[config.mk]
export PLATFORM = sky130hd
export DESIGN_NAME = adder_share_arbiter
export DESIGN_NICKNAME = d
export VERILOG_FILES = /design/src/rtl/adder_share_arbiter.sv
export SDC_FILE = /design/constraint.sdc
export NUM_CORES = 1
export LEC_CHECK = 0
export CAP_MARGIN = 20
export CELL_PAD_IN_SITES_DETAIL_PLACEMENT = 1
export CELL_PAD_IN_SITES_GLOBAL_PLACEMENT = 2
export CORE_MARGIN = 5
export CORE_UTILIZATION = 17
export DETAILED_ROUTE_END_ITERATION = 12
export MAX_ROUTING_LAYER = met4
export PLACE_DENSITY_LB_ADDON = 0.1
export SYNTH_ARGS = -nofsm -noshare
export SYNTH_HDL_FRONTEND = slang
export SYNTH_SLANG_ARGS = --single-unit
[constraint.sdc]
create_clock -name clk -period 2.4 [get_ports clk]
set_clock_uncertainty 0.05 [all_clocks]
set_input_delay 0.24 -clock clk [delete_from_list [all_inputs] [get_ports clk]]
set_output_delay 0.24 -clock clk [all_outputs]
set_load 0.02 [all_outputs]
[src/rtl/adder_share_arbiter.sv]
`default_nettype none
// ============================================================================
// Module   : adder_share_arbiter
// Purpose  : Round-robin arbiter that time-shares one external W-bit adder
//            among NREQ requesters. The granted operand pair and carry-in are
//            muxed onto the adder. The adder result is captured in a response
//            register and returned with the requester index.
// Ports    : clk, rst_n                 - clock, async active-low reset
//            req_valid/req_ready        - per-requester handshake
//            req_x/req_y/req_cin        - packed operands, requester i at [i*W +: W]
//            add_x/add_y/add_cin        - drive to the shared adder (zero when idle)
//            add_s/add_cout             - result from the shared adder
//            rsp_valid/rsp_ready        - response handshake
//            rsp_id/rsp_sum/rsp_cout    - registered response payload
// Revision : 1.0 - initial release
// ============================================================================
module adder_share_arbiter #(
  parameter int NREQ = 4,
  parameter int W    = 6,
  parameter int IDW  = 2
) (
  input  logic              clk,
  input  logic              rst_n,
  input  logic [NREQ-1:0]   req_valid,
  output logic [NREQ-1:0]   req_ready,
  input  logic [NREQ*W-1:0] req_x,
  input  logic [NREQ*W-1:0] req_y,
  input  logic [NREQ-1:0]   req_cin,
  output logic [W-1:0]      add_x,
  output logic [W-1:0]      add_y,
  output logic              add_cin,
  input  logic [W-1:0]      add_s,
  input  logic              add_cout,
  output logic              rsp_valid,
  input  logic              rsp_ready,
  output logic [IDW-1:0]    rsp_id,
  output logic [W-1:0]      rsp_sum,
  output logic              rsp_cout
);

  typedef enum logic [0:0] {
    S_IDLE = 1'b0,
    S_RESP = 1'b1
  } state_t;

  state_t         r_state;
  state_t         w_state_nxt;
  logic [IDW-1:0] r_ptr;
  logic [IDW-1:0] r_rsp_id;
  logic [W-1:0]   r_rsp_sum;
  logic           r_rsp_cout;

  logic           w_can_accept;
  logic           w_found;
  logic           w_grant;
  logic [IDW-1:0] w_gnt_id;
  logic [IDW-1:0] w_ptr_nxt;

  // Requester index reached by stepping k places up from base, with wrap.
  function automatic logic [IDW-1:0] wrap_idx(input logic [IDW-1:0] base, input int k);
    int s;
    s = int'(base) + k;
    if (s >= NREQ) s = s - NREQ;
    return s[IDW-1:0];
  endfunction

  // --------------------------------------------------------------------------
  // State register
  // --------------------------------------------------------------------------
  always_ff @(posedge clk or negedge rst_n) begin
    if (!rst_n) begin
      r_state <= S_IDLE;
    end else begin
      r_state <= w_state_nxt;
    end
  end

  // --------------------------------------------------------------------------
  // Grant selection, adder drive and next state
  // --------------------------------------------------------------------------
  always_comb begin
    w_state_nxt = r_state;
    w_found     = 1'b0;
    w_gnt_id    = '0;
    req_ready   = '0;
    add_x       = '0;
    add_y       = '0;
    add_cin     = 1'b0;

    // rst_n gates the grant so the handshake and adder drive are silent
    // for the whole time reset is held, not only after the first edge.
    w_can_accept = rst_n && ((r_state == S_IDLE) || rsp_ready);

    for (int k = 0; k < NREQ; k++) begin
      if (!w_found && req_valid[wrap_idx(r_ptr, k)]) begin
        w_found  = 1'b1;
        w_gnt_id = wrap_idx(r_ptr, k);
      end
    end

    w_grant = w_can_accept && w_found;

    for (int i = 0; i < NREQ; i++) begin
      if (w_grant && (w_gnt_id == IDW'(i))) begin
        req_ready[i] = 1'b1;
        add_x        = req_x[i*W +: W];
        add_y        = req_y[i*W +: W];
        add_cin      = req_cin[i];
      end
    end

    // A new grant always lands in RESP; that covers the back-to-back case
    // where the held response is consumed in the same cycle.
    if (w_grant) begin
      w_state_nxt = S_RESP;
    end else if ((r_state == S_RESP) && rsp_ready) begin
      w_state_nxt = S_IDLE;
    end
  end

  assign w_ptr_nxt = (w_gnt_id == IDW'(NREQ - 1)) ? '0 : (w_gnt_id + IDW'(1));

  // --------------------------------------------------------------------------
  // Response capture and round-robin pointer; both move only on accept
  // --------------------------------------------------------------------------
  always_ff @(posedge clk or negedge rst_n) begin
    if (!rst_n) begin
      r_ptr      <= '0;
      r_rsp_id   <= '0;
      r_rsp_sum  <= '0;
      r_rsp_cout <= 1'b0;
    end else if (w_grant) begin
      r_ptr      <= w_ptr_nxt;
      r_rsp_id   <= w_gnt_id;
      r_rsp_sum  <= add_s;
      r_rsp_cout <= add_cout;
    end
  end

  assign rsp_valid = (r_state == S_RESP);
  assign rsp_id    = r_rsp_id;
  assign rsp_sum   = r_rsp_sum;
  assign rsp_cout  = r_rsp_cout;

endmodule
`default_nettype wire

==> results.md, run 1 <==
- Worst setup slack for register-to-register paths: roughly 0.63 ns
- Antenna violations before repair: 0
- Overflow left after global routing: 0
- Vias after detailed routing: between 1500 and 2000
- Unrepaired setup endpoints after global routing: yes
- Crit path to: add_y[2]
- First element of the critical path: r_ptr[1]$_DFFE_PN0P_
- Post-detailed-route via-to-cell ratio: around 4.6
- Sequence of cells on the critical path: nand2_1 -> a311oi_2 -> buf_4 -> nor2_4 -> ha_4 -> buf_12 -> a21o_1 -> o221ai_2 -> a21oi_2 -> buf_6
- Final max-slew violation count: 0
- Post-CTS Hold Fix Bufs: 0
- Time the worst path needs with I/O delays and setup: 2.45 ns
- R2R Path Start: r_ptr[1]$_DFFE_PN0P_
- Inserted Clock Buffers: 3
- Wire per inst: 17.3 um
- CP delay by family, top: compound AO/OA/AOI/OAI gates
- Compound-Gate Fraction of Synth Area: around 30%
- Standard cell core area: 0.00672 mm^2
- Final Hold Viols: 0
- Count of nets left with antenna violations after detail routing: 0
- CTS Sinks: 12
- Layout Area Growth over Synthesis: 131%
- CP Class: flop to output port
- Outcome: finished with violations
- Top library cells by usage in the layout, fill and taps aside: 71 x clkdlybuf4s50_1, 22 x buf_4, 17 x nand2_1
- Dominant combinational cell family by area after synthesis: compound AO/OA/AOI/OAI gates
- Global-route wire length before repair: 8.86 mm
- Final setup viols: 13
- Synth Area in XOR/XNOR: 0%
- Crit path buffers/inverters: 3
- Maximum number of pins on one net before global-route repair: 15
- Buffer depth of the longest clock path: 2
- Clock input transition at the sequential cells of the worst setup and hold paths: 0.05 ns
- Adder-cell share of the synthesized area: 4.30%
- Number of global-route vias before repair: 1742
- Aggregate global-route resource usage: 13.2%
- Fin nets: 317
- Startpoint type of the worst setup path: flop
- Die height: 92.7 um
- Layout cells sized above 1: 39.4%
- Count of port buffers added during placement: 92
- Worst-Skew Late Latency: 0.24 ns
- CTS Root Buffer Type: clkbuf_8
- # H-tree levels: 1
- Data arrival at the endpoint of the critical path: 2.16 ns
- Slew headroom: between 80% and 90%
- Post-Syn Nets: 202
- First-pass iteration count of the detailed router: 3
- Req. time, crit path: 2.11 ns
- Max-capacitance violation count: 0
- TritonCTS clock tree: built
- Final GP Congestion: 0.736
- Largest stage delay, worst path: 0.42 ns
- Total wire length after detailed routing: 5.63 mm
- Critical path capture point type: output port
- Synthesis Warnings: 0
- Worst reg2reg path endpoint: r_ptr[1]$_DFFE_PN0P_
- Pre-CTS setup slack: -0.882 ns
- Final Cycle Share: 102%
- Post-route insts no fill: 326
- Top Ports: 93
- Cell Pwr Density: 790 mW/mm^2
- Post-synthesis cell count: 132
- Violated checks: setup timing
- HPWL after detailed placement: 4.48 mm
- Power, Total: 2.13 mW
- Largest voltage drop on the vdd net: 0.000368 V
- Placed insts: 315
- Overall die width: 92.7 um
- Sum of negative setup slack: -0.388 ns
- Simple-gate share of the synthesized area: 24.1%
- Initial Util: 17.3%
- Number of rows in the core area: 30
- Cell area after synthesis: 0.00116 mm^2
- Drc violations: 0
- Post-synthesis area per instance: 8.82 um^2
- Yosys cell types: 28
- Leak: 1.17 nW
- Most frequent standard cell in the layout excluding fill and tap cells: clkdlybuf4s50_1
- Worst Reg2Reg Path Length in Cells: 6
- Final WS setup: -0.0549 ns
- Full die area: 0.00860 mm^2
- CP max-delay cell: dfrtp_1
- N_diodes: 0
- Highest achievable clock rate: 407 MHz
- Synthesized flop and latch total: 12
- Starting DRC count in detailed routing: 19
- Tightest Hold Check Type: primary input to asynchronous set/reset pin
- Worst-path maximum fanout: 13
- Actual slew at the worst max-slew pin: 0.268 ns
- Share of cell area taken by muxes after synthesis: 9.68%
- Number of gates on the worst path with buffers counted: 10
- Sequential fraction of the synthesis area: about 26%
cells in the mapped netlist, drive strengths merged:
cell type	instances	area, um^2
nand2b	2	12.5
clkbuf	7	26.3
o211a	1	10.0
inv	5	18.8
and2	2	12.5
o32a	1	10.0
dfrtp	12	300
a311oi	1	8.76
mux2	8	113
a21boi	1	7.51
a21o	13	97.6
o32ai	1	8.76
and3b	13	114
o22ai	1	6.26
ha	4	50.1
or2	2	12.5
nor3	1	10.0
or3	1	6.26
nand2	17	63.8
nor4	1	21.3
o31ai	2	15.0
o221ai	13	114
buf	3	27.5
nor2	4	15.0
a21oi	14	70.1
nor2b	2	12.5
cell type report:
cell class	count	area, um^2
Fill cell	748	4030
Timing Repair Buffer	120	1210
Multi-Input combinational cell	105	1000
Sequential cell	12	300
Tap cell	80	100
Clock buffer	4	55.1
Inverter	5	18.8
worst register-to-register path, stage by stage (launching register included):
cell and delay (ns):
dfrtp_1 0.42, nand2_1 0.09, a311oi_2 0.32, buf_4 0.18
nor2_4 0.04, ha_1 0.28, mux2_4 0.26
flip-flops by register name (all words and copies together), names as in the netlist:
register   cells
rsp_id         2
rsp_cout       1
r_ptr          2
rsp_sum        6
rsp_valid      1
kinds of logic (layout without fill, tap and decap cells):
family,Yosys count,count (layout)
DFF,12,12
muxes,8,8
adders and majority gates,4,4
AOI/OAI and AO/OA,48,48
buffers and inverters,15,129
and+or+nand+nor,45,45
metal layers:
metal | global-route usage, % | vias to the layer above | wire length (um)
li1 | - | 730 | -
met1 | 15.2 | 708 | 2310
met2 | 24.3 | 60 | 2910
met3 | 2.36 | 6 | 348
met4 | 2.32 | 0 | 63
met5 | - | - | 0
repair_timing:
| item | in CTS | in global routing |
|---|---|---|
| endpoints found under the hold margin | 0 | 0 |
| setup endpoints to repair | 17 | 17 |
| pin swaps | 11 | 13 |
| cloned | 1 | 0 |
| buffers inserted | 6 | 0 |
| resized for setup | 102 | 28 |
per-stage QoR:
step | utilization (%) | instance area (um^2) | hold slack [ns]
5_1_grt | 40.0 | 2690 | 0.321
6_report | 40.0 | 2690 | 0.296
4_1_cts | 38.8 | 2610 | 0.300
2_1_floorplan | - | 1200 | -0.106
3_5_place_dp | 35.5 | 2380 | 0.445
3_3_place_gp | 35.5 | 2380 | 0.445
worst min path at each step:
stage / endpoint / slack [ns] / depth (start not counted)
2_1_floorplan: r_ptr[0]$_DFFE_PN0P_ / -0.11 / 0
3_3_place_gp: rsp_sum[2]$_DFFE_PN0P_ / 0.44 / 1
3_5_place_dp: rsp_sum[0]$_DFFE_PN0P_ / 0.45 / 1
4_1_cts: rsp_sum[4]$_DFFE_PN0P_ / 0.30 / 2
5_1_grt: rsp_valid$_DFFE_PN0P_ / 0.32 / 2
6_report: rsp_sum[3]$_DFFE_PN0P_ / 0.30 / 2
report_power, final:
part | switching [mW] | internal, mW
registers | 0.0374 | 0.250
logic | 0.742 | 0.877
clock network | 0.0736 | 0.145
(Power assumes the default switching activity.)
==> run 2: changes to the inputs <==
--- a/config.mk
+++ b/config.mk
@@ -10,6 +10,8 @@
 export CELL_PAD_IN_SITES_GLOBAL_PLACEMENT = 2
 export CORE_MARGIN = 5
 export CORE_UTILIZATION = 17
+export CTS_CLUSTER_DIAMETER = 80
+export CTS_CLUSTER_SIZE = 12
 export DETAILED_ROUTE_END_ITERATION = 12
 export MAX_ROUTING_LAYER = met4
 export PLACE_DENSITY_LB_ADDON = 0.1
==> results of run 2 <==
No change in the layout: final DEF, timing and power equal those of run 1.
==> run 3: changes to the inputs <==
--- a/config.mk
+++ b/config.mk
@@ -9,10 +9,12 @@
 export CELL_PAD_IN_SITES_DETAIL_PLACEMENT = 1
 export CELL_PAD_IN_SITES_GLOBAL_PLACEMENT = 2
 export CORE_MARGIN = 5
-export CORE_UTILIZATION = 17
+export CORE_UTILIZATION = 31
 export CTS_CLUSTER_DIAMETER = 80
 export CTS_CLUSTER_SIZE = 12
 export DETAILED_ROUTE_END_ITERATION = 12
+export DONT_BUFFER_PORTS = 1
+export GPL_TIMING_DRIVEN = 0
 export MAX_ROUTING_LAYER = met4
 export PLACE_DENSITY_LB_ADDON = 0.1
 export SYNTH_ARGS = -nofsm -noshare
==> constraint.sdc (replaced) <==
create_clock -name clk -period 2.5 [get_ports clk]
set_clock_uncertainty 0.05 [all_clocks]
set_input_delay 0.25 -clock clk [delete_from_list [all_inputs] [get_ports clk]]
set_output_delay 0.25 -clock clk [all_outputs]
set_load 0.02 [all_outputs]
==> results.md, run 3 (synthesized netlist as in run 1, its figures left out) <==
- Top library cells by usage in the layout, fill and taps aside: 16 x nand2_1, 13 x and3b_1, 13 x a21o_1, 13 x o221ai_2, 12 x a21oi_4
- Wire per inst: 22.0 um (+27%)
- Drc violations: 0 (unchanged)
- HPWL after detailed placement: 3.13 mm (-30%)
- Aggregate global-route resource usage: 15.4% (+2.2 points)
- Leak: 0.756 nW (-36%)
- Die height: 71.3 um (-23%)
- N_diodes: 0 (unchanged)
- Number of global-route vias before repair: 1280 (-27%)
- Cell Pwr Density: 1010 mW/mm^2 (+28%)
- Total of fill cells in the finished design: 399 (-47%)
- Outcome: finished clean
- Overflow left after global routing: 0 (unchanged)
- Largest register FFs: 6 (unchanged)
- Final std cell area, no fill: 0.00179 mm^2 (-33%)
- Global-route wire length before repair: 6.24 mm (-30%)
- CP Class: flop to output port
- Req. time, crit path: 2.20 ns (+0.09 ns)
- Final Core Density: 48.9% (+8.9 points)
- Fin nets: 220 (-31%)
- Final Hold Viols: 0 (unchanged)
- CTS Sinks: 12 (unchanged)
- Unrepaired setup endpoints after global routing: yes
- Post-detailed-route via-to-cell ratio: 5.81 (+26%)
- Buffer depth of the longest clock path: 2 (unchanged)
- Critical path capture point type: output port
- Layout cells sized above 1: 53.7% (+14 points)
- Inserted Clock Buffers: 3 (unchanged)
- Count of port buffers added during placement: 0 (-100%)
- Time the worst path needs with I/O delays and setup: roughly 2.5 ns
- Layout Area Growth over Synthesis: 53.8%
- TritonCTS clock tree: built
- Vias after detailed routing: 1145 (-24%)
- Final setup viols: 0 (-13)
- # H-tree levels: 1 (unchanged)
- First-pass iteration count of the detailed router: 3 (unchanged)
- Clock input transition at the sequential cells of the worst setup and hold paths: 0.05 ns (about the same)
- Power, Total: 1.81 mW (-15%)
- Startpoint type of the worst setup path: flop
- Pre-CTS setup slack: -0.412 ns (+0.470 ns)
- Final WS setup: 0.0251 ns (+0.0799 ns)
- Max-capacitance violation count: 0 (unchanged)
- Full die area: 0.00508 mm^2 (-41%)
- Total wire length after detailed routing: 4.33 mm (-23%)
- Count of nets left with antenna violations after detail routing: 0 (unchanged)
- Largest voltage drop on the vdd net: 0.000503 V (+37%)
- Initial Util: 31.8% (+14 points)
- Worst-Skew Late Latency: 0.24 ns (about the same)
- Tightest Hold Check Type: primary input to flop
- Final Cycle Share: 99.0%
- Data arrival at the endpoint of the critical path: 2.17 ns (about the same)
- Standard cell core area: 0.00366 mm^2 (-46%)
- Instance area at placement: 0.00122 mm^2 (-49%)
- CTS Root Buffer Type: clkbuf_8
- Number of rows in the core area: 22 (-27%)
- Top Ports: 93 (unchanged)
- Antenna violations before repair: 0 (unchanged)
- Most frequent standard cell in the layout excluding fill and tap cells: nand2_1
- Maximum number of pins on one net before global-route repair: 13 (-2)
- Highest achievable clock rate: slightly above 400 MHz
- Final Hold Slack: 0.112 ns (-0.184 ns)
- Final max-slew violation count: 0 (unchanged)
- Worst-path maximum fanout: 8 (-5)
- Slew headroom: 64.1% (-18 points)
- Final GP Congestion: 0.786 (+6.9%)
- Actual slew at the worst max-slew pin: 0.537 ns (+0.269 ns)
- Overall die width: 71.3 um (-23%)
- Starting DRC count in detailed routing: 42 (+23)
[run 3: changes by cell type in the layout (fill, tap and decap cells not counted), sizes merged]
cell,delta
buf,-23
dlygate4sd3,+1
clkdlybuf4s15,-1
clkdlybuf4s50,-71
clkbuf,+1
dlygate4sd2,-4
[run 3: cell type report]
| cell class | count | area [um^2] | area share [%] |
|---|---|---|---|
| Multi-Input combinational cell | 105 | 1110 | 62.2 |
| Sequential cell | 12 | 302 | 16.9 |
| Timing Repair Buffer | 13 | 121 | 6.78 |
| Buffer | 10 | 115 | 6.43 |
| Tap cell | 48 | 60.1 | 3.36 |
| Clock buffer | 4 | 55.1 | 3.08 |
| Inverter | 5 | 23.8 | 1.33 |
[run 3: worst paths after layout]
kind	from	slack [ns]	depth (start not counted)	end
max in group asynchronous	rst_n	1.63	1	r_ptr[1]$_DFFE_PN0P_
max	r_ptr[1]$_DFFE_PN0P_	0.03	8	add_x[4]
min reg2reg	rsp_id[0]$_DFFE_PN0P_	0.60	2	rsp_id[0]$_DFFE_PN0P_
min	add_s[0]	0.11	1	rsp_sum[0]$_DFFE_PN0P_
max reg2reg	rsp_valid$_DFFE_PN0P_	0.78	5	rsp_valid$_DFFE_PN0P_
min in group asynchronous	rst_n	0.38	1	r_ptr[0]$_DFFE_PN0P_
[run 3: timing repair]
item | in CTS | in global routing
endpoints found under the setup margin | 17 | 13
pin swaps | 9 | 29
gates cloned | 1 | 2
setup buffers | 4 | 5
gates resized for setup | 52 | 39
hold buffers | 1 | 0
hold endpoints to repair | 12 | 0
[run 3: worst max-delay path, stage by stage (launching register included)]
cell and delay (ns):
dfrtp_2 0.44, nand2_2 0.09, a311oi_4 0.34, or2_4 0.21, ha_4 0.21, clkbuf_16 0.16, a21o_1 0.12, o221ai_2 0.10
a21oi_2 0.28
[run 3: through the flow]
step / setup TNS [ns] / instances
6_report: 0 / 197
5_1_grt: -0.963 / 197
4_1_cts: 0 / 190
3_5_place_dp: -4.50 / 180
3_3_place_gp: -3.81 / 180
2_1_floorplan: 0 / 132
[run 3: power by group]
| part | internal, mW | switching [mW] |
|---|---|---|
| Sequential | 0.242 | 0.0921 |
| Combinational | 0.612 | 0.663 |
| Clock | 0.139 | 0.0664 |
| Total | 0.993 | 0.821 |
[run 3: metal layers]
layer	global-route usage (%)	up-vias	part of all wire (%)
li1	-	531	-
met1	16.1	565	36
met2	28.7	45	56
met3	3.65	4	7.2
met4	3.97	0	0.85
met5	-	-	0
